File: src/rtl/rv_plic_boot_pkg.sv
// Shared types, register map and helpers for the rv_plic boot arbiter.
package rv_plic_boot_pkg;

    typedef enum logic [2:0] {
        ST_PRIO   = 3'd0,
        ST_PRIO_W = 3'd1,
        ST_IE     = 3'd2,
        ST_IE_W   = 3'd3,
        ST_THR    = 3'd4,
        ST_THR_W  = 3'd5,
        ST_RUN    = 3'd6,
        ST_DRAIN  = 3'd7
    } boot_state_e;

    localparam int unsigned MAP_W = 32;

    localparam logic [MAP_W-1:0] PRIO_BASE    = 32'h0000_0000;
    localparam logic [MAP_W-1:0] IE0_BASE     = 32'h0000_2000;
    localparam logic [MAP_W-1:0] THRESH0_ADDR = 32'h0020_0000;

    // One boot write as issued by the sequencer (register-map width).
    typedef struct packed {
        logic [MAP_W-1:0] addr;
        logic [MAP_W-1:0] data;
    } boot_wr_t;

    // Enable bits for word w: bit i set when source 32*w+i exists.
    function automatic logic [MAP_W-1:0] ie_mask(input int unsigned w, input int unsigned n);
        logic [MAP_W-1:0] m;
        m = '0;
        for (int unsigned i = 0; i < MAP_W; i++) begin
            if ((MAP_W * w + i) < n) begin
                m[i] = 1'b1;
            end
        end
        return m;
    endfunction

endpackage

File: src/rtl/rv_plic_boot_outstanding_tracker.sv
// Single-outstanding-transaction tracker that routes host responses to
// either the boot sequencer or the external request path.
module rv_plic_boot_outstanding_tracker #(
    parameter int unsigned data_width_p = 32
) (
    input  logic                    clk_i,
    input  logic                    rst_ni,
    input  logic                    grant_i,
    input  logic                    owner_ext_i,
    input  logic                    valid_i,
    input  logic [data_width_p-1:0] rdata_i,
    input  logic                    err_i,
    output logic                    outstanding_o,
    output logic                    boot_rsp_o,
    output logic                    boot_err_o,
    output logic                    ext_valid_o,
    output logic [data_width_p-1:0] ext_rdata_o,
    output logic                    ext_err_o
);

    logic out_q;
    logic ext_q;
    logic rsp;

    // Set on a grant (remembering who asked), cleared by the matching response.
    always_ff @(posedge clk_i or negedge rst_ni) begin
        if (!rst_ni) begin
            out_q <= 1'b0;
            ext_q <= 1'b0;
        end else if (grant_i) begin
            out_q <= 1'b1;
            ext_q <= owner_ext_i;
        end else if (valid_i && out_q) begin
            out_q <= 1'b0;
        end
    end

    // Responses with nothing in flight are dropped here.
    assign rsp           = valid_i & out_q;
    assign outstanding_o = out_q;
    assign boot_rsp_o    = rsp & ~ext_q;
    assign boot_err_o    = rsp & ~ext_q & err_i;
    assign ext_valid_o   = rsp & ext_q;
    assign ext_rdata_o   = (rsp & ext_q) ? rdata_i : '0;
    assign ext_err_o     = rsp & ext_q & err_i;

`ifndef SYNTHESIS
    unexpected_valid_a : assert property (@(posedge clk_i) disable iff (!rst_ni) valid_i |-> out_q)
        else $error("rv_plic_boot_outstanding_tracker: valid_i with no transaction in flight");
`endif

endmodule

File: src/rtl/rv_plic_boot_arbiter.sv
// Shares the rv_plic host-adapter port between the boot sequencer that
// programs priorities/enables/threshold and the external request path.
module rv_plic_boot_arbiter
    import rv_plic_boot_pkg::*;
#(
    parameter int unsigned num_src_p     = 2,
    parameter int unsigned addr_width_p  = 32,
    parameter int unsigned data_width_p  = 32,
    parameter int unsigned init_prio_p   = 1,
    parameter int unsigned init_thresh_p = 0
) (
    input  logic                      clk_i,
    input  logic                      rst_ni,
    input  logic                      reinit_i,
    output logic                      done_o,
    output logic                      init_err_o,
    input  logic                      up_req_i,
    output logic                      up_gnt_o,
    input  logic [addr_width_p-1:0]   up_addr_i,
    input  logic                      up_we_i,
    input  logic [data_width_p-1:0]   up_wdata_i,
    input  logic [data_width_p/8-1:0] up_be_i,
    output logic                      up_valid_o,
    output logic [data_width_p-1:0]   up_rdata_o,
    output logic                      up_err_o,
    output logic                      req_o,
    input  logic                      gnt_i,
    output logic [addr_width_p-1:0]   addr_o,
    output logic                      we_o,
    output logic [data_width_p-1:0]   wdata_o,
    output logic [data_width_p/8-1:0] be_o,
    input  logic                      valid_i,
    input  logic [data_width_p-1:0]   rdata_i,
    input  logic                      err_i
);

    localparam int unsigned num_words_lp  = (num_src_p + 31) / 32;
    localparam int unsigned src_cnt_w_lp  = $clog2(num_src_p + 1);
    localparam int unsigned word_cnt_w_lp = $clog2(num_words_lp + 1);

    boot_state_e              state_q, state_d;
    logic [src_cnt_w_lp-1:0]  src_cnt_q, src_cnt_d, src_cnt_inc;
    logic [word_cnt_w_lp-1:0] word_cnt_q, word_cnt_d, word_cnt_inc;
    logic                     done_q, done_d;
    logic                     init_err_q, init_err_d;
    logic                     start_q;

    logic     boot_req;
    boot_wr_t boot_wr;
    logic     run_req;
    logic     grant;
    logic     owner_ext;
    logic     outstanding;
    logic     boot_rsp;
    logic     boot_err;

    assign src_cnt_inc  = src_cnt_q + src_cnt_w_lp'(1);
    assign word_cnt_inc = word_cnt_q + word_cnt_w_lp'(1);

    // State, counters and sticky flags; start_q holds off requests until the first cycle out of reset.
    always_ff @(posedge clk_i or negedge rst_ni) begin
        if (!rst_ni) begin
            state_q    <= ST_PRIO;
            src_cnt_q  <= '0;
            word_cnt_q <= '0;
            done_q     <= 1'b0;
            init_err_q <= 1'b0;
            start_q    <= 1'b0;
        end else begin
            state_q    <= state_d;
            src_cnt_q  <= src_cnt_d;
            word_cnt_q <= word_cnt_d;
            done_q     <= done_d;
            init_err_q <= init_err_d;
            start_q    <= 1'b1;
        end
    end

    // Boot sequence and passthrough next-state logic.
    always_comb begin
        state_d    = state_q;
        src_cnt_d  = src_cnt_q;
        word_cnt_d = word_cnt_q;
        done_d     = done_q;
        init_err_d = init_err_q;
        boot_req   = 1'b0;
        boot_wr    = '0;
        run_req    = 1'b0;

        case (state_q)
            ST_PRIO: begin
                boot_req     = start_q;
                boot_wr.addr = PRIO_BASE + (32'(src_cnt_q) << 2);
                boot_wr.data = 32'(init_prio_p);
                if (boot_req && gnt_i) state_d = ST_PRIO_W;
            end
            ST_PRIO_W: begin
                if (boot_rsp) begin
                    if (src_cnt_inc == src_cnt_w_lp'(num_src_p)) begin
                        src_cnt_d = '0;
                        state_d   = ST_IE;
                    end else begin
                        src_cnt_d = src_cnt_inc;
                        state_d   = ST_PRIO;
                    end
                end
            end
            ST_IE: begin
                boot_req     = start_q;
                boot_wr.addr = IE0_BASE + (32'(word_cnt_q) << 2);
                boot_wr.data = ie_mask(32'(word_cnt_q), num_src_p);
                if (boot_req && gnt_i) state_d = ST_IE_W;
            end
            ST_IE_W: begin
                if (boot_rsp) begin
                    if (word_cnt_inc == word_cnt_w_lp'(num_words_lp)) begin
                        word_cnt_d = '0;
                        state_d    = ST_THR;
                    end else begin
                        word_cnt_d = word_cnt_inc;
                        state_d    = ST_IE;
                    end
                end
            end
            ST_THR: begin
                boot_req     = start_q;
                boot_wr.addr = THRESH0_ADDR;
                boot_wr.data = 32'(init_thresh_p);
                if (boot_req && gnt_i) state_d = ST_THR_W;
            end
            ST_THR_W: begin
                if (boot_rsp) begin
                    done_d  = 1'b1;
                    state_d = ST_RUN;
                end
            end
            ST_RUN: begin
                run_req = up_req_i & ~outstanding;
                if (reinit_i) begin
                    done_d     = 1'b0;
                    init_err_d = 1'b0;
                    state_d    = ST_DRAIN;
                end
            end
            ST_DRAIN: begin
                if (!outstanding) state_d = ST_PRIO;
            end
            default: state_d = ST_PRIO;
        endcase

        if (boot_err) init_err_d = 1'b1;
    end

    // Host-port mux: external fields in RUN, full-word boot writes otherwise.
    always_comb begin
        req_o   = 1'b0;
        addr_o  = '0;
        we_o    = 1'b0;
        wdata_o = '0;
        be_o    = '0;
        if (state_q == ST_RUN) begin
            req_o   = run_req;
            addr_o  = up_addr_i;
            we_o    = up_we_i;
            wdata_o = up_wdata_i;
            be_o    = up_be_i;
        end else if (boot_req) begin
            req_o   = 1'b1;
            addr_o  = addr_width_p'(boot_wr.addr);
            we_o    = 1'b1;
            wdata_o = data_width_p'(boot_wr.data);
            be_o    = '1;
        end
    end

    assign up_gnt_o   = run_req & gnt_i;
    assign grant      = req_o & gnt_i;
    assign owner_ext  = (state_q == ST_RUN);
    assign done_o     = done_q;
    assign init_err_o = init_err_q;

    rv_plic_boot_outstanding_tracker #(
        .data_width_p(data_width_p)
    ) u_tracker (
        .clk_i         (clk_i),
        .rst_ni        (rst_ni),
        .grant_i       (grant),
        .owner_ext_i   (owner_ext),
        .valid_i       (valid_i),
        .rdata_i       (rdata_i),
        .err_i         (err_i),
        .outstanding_o (outstanding),
        .boot_rsp_o    (boot_rsp),
        .boot_err_o    (boot_err),
        .ext_valid_o   (up_valid_o),
        .ext_rdata_o   (up_rdata_o),
        .ext_err_o     (up_err_o)
    );

endmodule

File: config.mk
export PLATFORM = sky130hd
export DESIGN_NAME = rv_plic_boot_arbiter
export DESIGN_NICKNAME = d
export VERILOG_FILES = /design/src/rtl/rv_plic_boot_pkg.sv /design/src/rtl/rv_plic_boot_outstanding_tracker.sv /design/src/rtl/rv_plic_boot_arbiter.sv
export SDC_FILE = /design/constraint.sdc
export NUM_CORES = 1
export LEC_CHECK = 0
export ABC_AREA = 1
export CORE_MARGIN = 4
export CORE_UTILIZATION = 25
export DETAILED_ROUTE_END_ITERATION = 10
export GPL_ROUTABILITY_DRIVEN = 0
export GPL_TIMING_DRIVEN = 0
export PLACE_DENSITY = 0.83
export REMOVE_ABC_BUFFERS = 1
export SKIP_CTS_REPAIR_TIMING = 1
export SYNTH_ARGS = -nofsm -noshare
export SYNTH_HDL_FRONTEND = slang
export SYNTH_HIERARCHICAL = 1
export SYNTH_SLANG_ARGS = --single-unit
export TNS_END_PERCENT = 20
File: constraint.sdc
create_clock -name clk_i -period 1.7 [get_ports clk_i]
set_input_delay 0.17 -clock clk_i [delete_from_list [all_inputs] [get_ports clk_i]]
set_output_delay 0.17 -clock clk_i [all_outputs]
set_load 0.01 [all_outputs]
==> metrics.md <==
| Metric | Value |
|---|---|
| Synth unique cells | 21 |
| Top cells by area, synth | inv_1, nor2_1, dfrtp_1 |
| Starting Density | between 20% and 30% |
| Crit-path slowest cell | clkdlybuf4s50_1 |
| Synthesized flop and latch total | 10 |
| Fmax | about 0.5 GHz |
| CTS tree | built |
| Leading area contributor after synthesis | inv_1 |
| Register area share after synthesis | 16.2% |
| Setup Viol. Count Final | 3 |
| TritonRoute pass-1 iters | 5 |
| Die height | between 80 and 90 um |
| Vias per cell | between 4 and 5 |
| Root Buffer | clkbuf_8 |
| Layout Skew | 4.46 ps |
| TritonCTS sink count | 10 |
| Buf+Inv Stages, Crit Path | 2 |
| Leakage power | approximately 3.6 nW |
| Number of global-route vias before repair | 2195 |
| Final hold violations | 0 |
| Num rows | 28 |
| Max clock buf depth | 2 |
| Crit Path Max Fanout | 8 |
| Leading cell type in the layout, fill and taps excluded | clkdlybuf4s50_1 |
| Synth top area share | a little over a quarter |
| DRC | 0 |
| Adder-Cell Fraction of Synth Area | 0% |
| Global Route Usage Sum | between 15 and 20% |
| CP Capture Type | primary output |
| Power per cell area | 578 nW/um^2 |
| Cell chain of the critical path | inv_1 -> nand3_1 -> o21ai_0 -> clkdlybuf4s50_1 |
| Die footprint | about 7500 sq um |
| Layout Nets | 619 |
| Remaining global-route overflow | 0 |
| FF-to-FF Start | state_q[2] |
| Syn Area/Cell | approximately 5.2 sq um |
| # diodes | 0 |
| Fin util | 68.3% |
| 1st-iter DRT viols | 60 |
| Routed WL per cell | roughly 13 um |
| Synth Area in XOR/XNOR | less than 1% |
| Min cycle time layout | 1950 ps |
| Req. time, crit path | 1530 ps |
| CTS buffer count | 3 |
| Failing checks | setup timing |
| Yosys warns | 6 |
| Maxcap violations | 0 |
| Most frequent cells in the layout | clkdlybuf4s50_1, inv_1, dlymetal6s2s_1, nor2_1, nand2_1 |
| Startpoint class of the critical path | flop |
| Largest family of logic cells by synthesized area | simple AND/OR/NAND/NOR gates |
| VDD IR-drop max | around 0.53 mV |
| RSZ-0062 raised after global routing | yes |
| Core ar. | 5960 sq um |
| Critical Path Source | state_q[2] |
| Max-slew violations | 0 |
| Worst path max stage delay | approximately 570 ps |
| Buffers added on ports | ~210 |
| Clock latency on the worst-skew pair | approximately 240 ps |
| Hold Path Class | in -> async |
| Area added between synthesis and finish | 164% |
| Final WL | 7850 um |
| Via count | approximately 2.4k |
| Worst-path clk slew | around 50 ps |
| CP top delay family | buffers and inverters |
| Fin crit share | 115% |
| DRT antenna net count | 0 |
| Crit path DAT | 1780 ps |
| Layout cells sized above 1 | between 10% and 20% |
| Num ports | about 220 |
| Synthesized cell area | between 1500 and 2000 sq um |
| First-pass GRT wire length | about 10000 um |
| Mapped Cells | 295 |
| DIE WIDTH | approximately 86 um |
| DPL Wire Length | 6100 um |
| H-tree Lvls | 1 |
| CP Class | reg -> out |
| Largest net degree at the start of global routing | roughly 60 |
| Synth Area in Simple Gates | between 40% and 50% |
| Status | finished with violations |
| Fraction of the mapped netlist area in compound gates | 6.17% |
| Mux cell area share after synthesis | 0% |
| Final setup margin | -253 ps |
| Setup Slack @ Placement | -667 ps |
| Initial antenna violation count | 0 |
flip-flops by register name (all words and copies together) (netlist names):
name,count
state_q,3
start_q,1
done_o,1
u_tracker/outstanding_o,1
init_err_o,1
u_tracker/ext_q,1
src_cnt_q,2
cells by family after synthesis:
logic type / count (synthesis)
xor+xnor: 1
other cells: 1
buf+inv: 120
flops: 10
compound gates: 16
simple gates: 147
layer usage:
metal / vias up / global-route usage [%] / routed length (um)
met1: 1059 / 19.1 / 2800
met4: 0 / 2.97 / 74
met5: - / 0 / 0
met3: 8 / 5.99 / 842
li1: 1236 / - / -
met2: 132 / 31.6 / 4130
worst register-to-register path, delay by kind of cell (launching register included):
kind | cells | cell delay [ps]
flops | 1 | 410
compound gates | 2 | 460
buf+inv | 1 | 160
simple gates | 3 | 380
path summary, 6_finish.rpt:
kind	cells past startpoint	to	slack, ps
max	4	wdata_o[1]	-250
min	1	state_q[1]	250
max reg2reg	6	u_tracker/ext_q	150
min reg2reg	2	src_cnt_q[1]	520
max in group asynchronous	1	u_tracker/outstanding_o	1110
min in group clk_i	2	u_tracker/outstanding_o	350
layout make-up:
type                    count  area (sq um)
clock buffers               4          55.1
fillers                   500          1890
inverters                 109           428
multi-input cells         166           826
flip-flops and latches     10           255
well taps                  75          93.8
repair buffers            221          2410
per-stage QoR:
step / cells / setup TNS [ps] / area (sq um) / hold WS [ps] / power [mW]
finish: 585 / -479 / 4070 / 251 / 2.35
detailed placement: 573 / -52740 / 3700 / 503 / 2.01
global route: 585 / -1170 / 4070 / 295 / 2.54
CTS: 577 / -71520 / 3750 / 263 / 2.32
floorplan: 284 / 0 / 1460 / -126 / 1.13
global placement: 573 / -50210 / 3700 / 494 / 1.98
Yosys cell counts, drive strengths merged:
library cell,count
xor2,1
a32o,1
inv,109
conb,1
a21oi,1
dfrtp,10
nand3,14
buf,11
nand4,2
nand2,32
nor2,98
o21bai,4
nand3b,1
o21ai,10
power breakdown:
group / internal, mW / leakage (nW) / switching [mW]
combinational: 0.807 / 3.47 / 0.784
clock: 0.204 / 0.0288 / 0.0978
sequential: 0.339 / 0.114 / 0.121
Note: power is estimated with default switching activity, not from simulation.
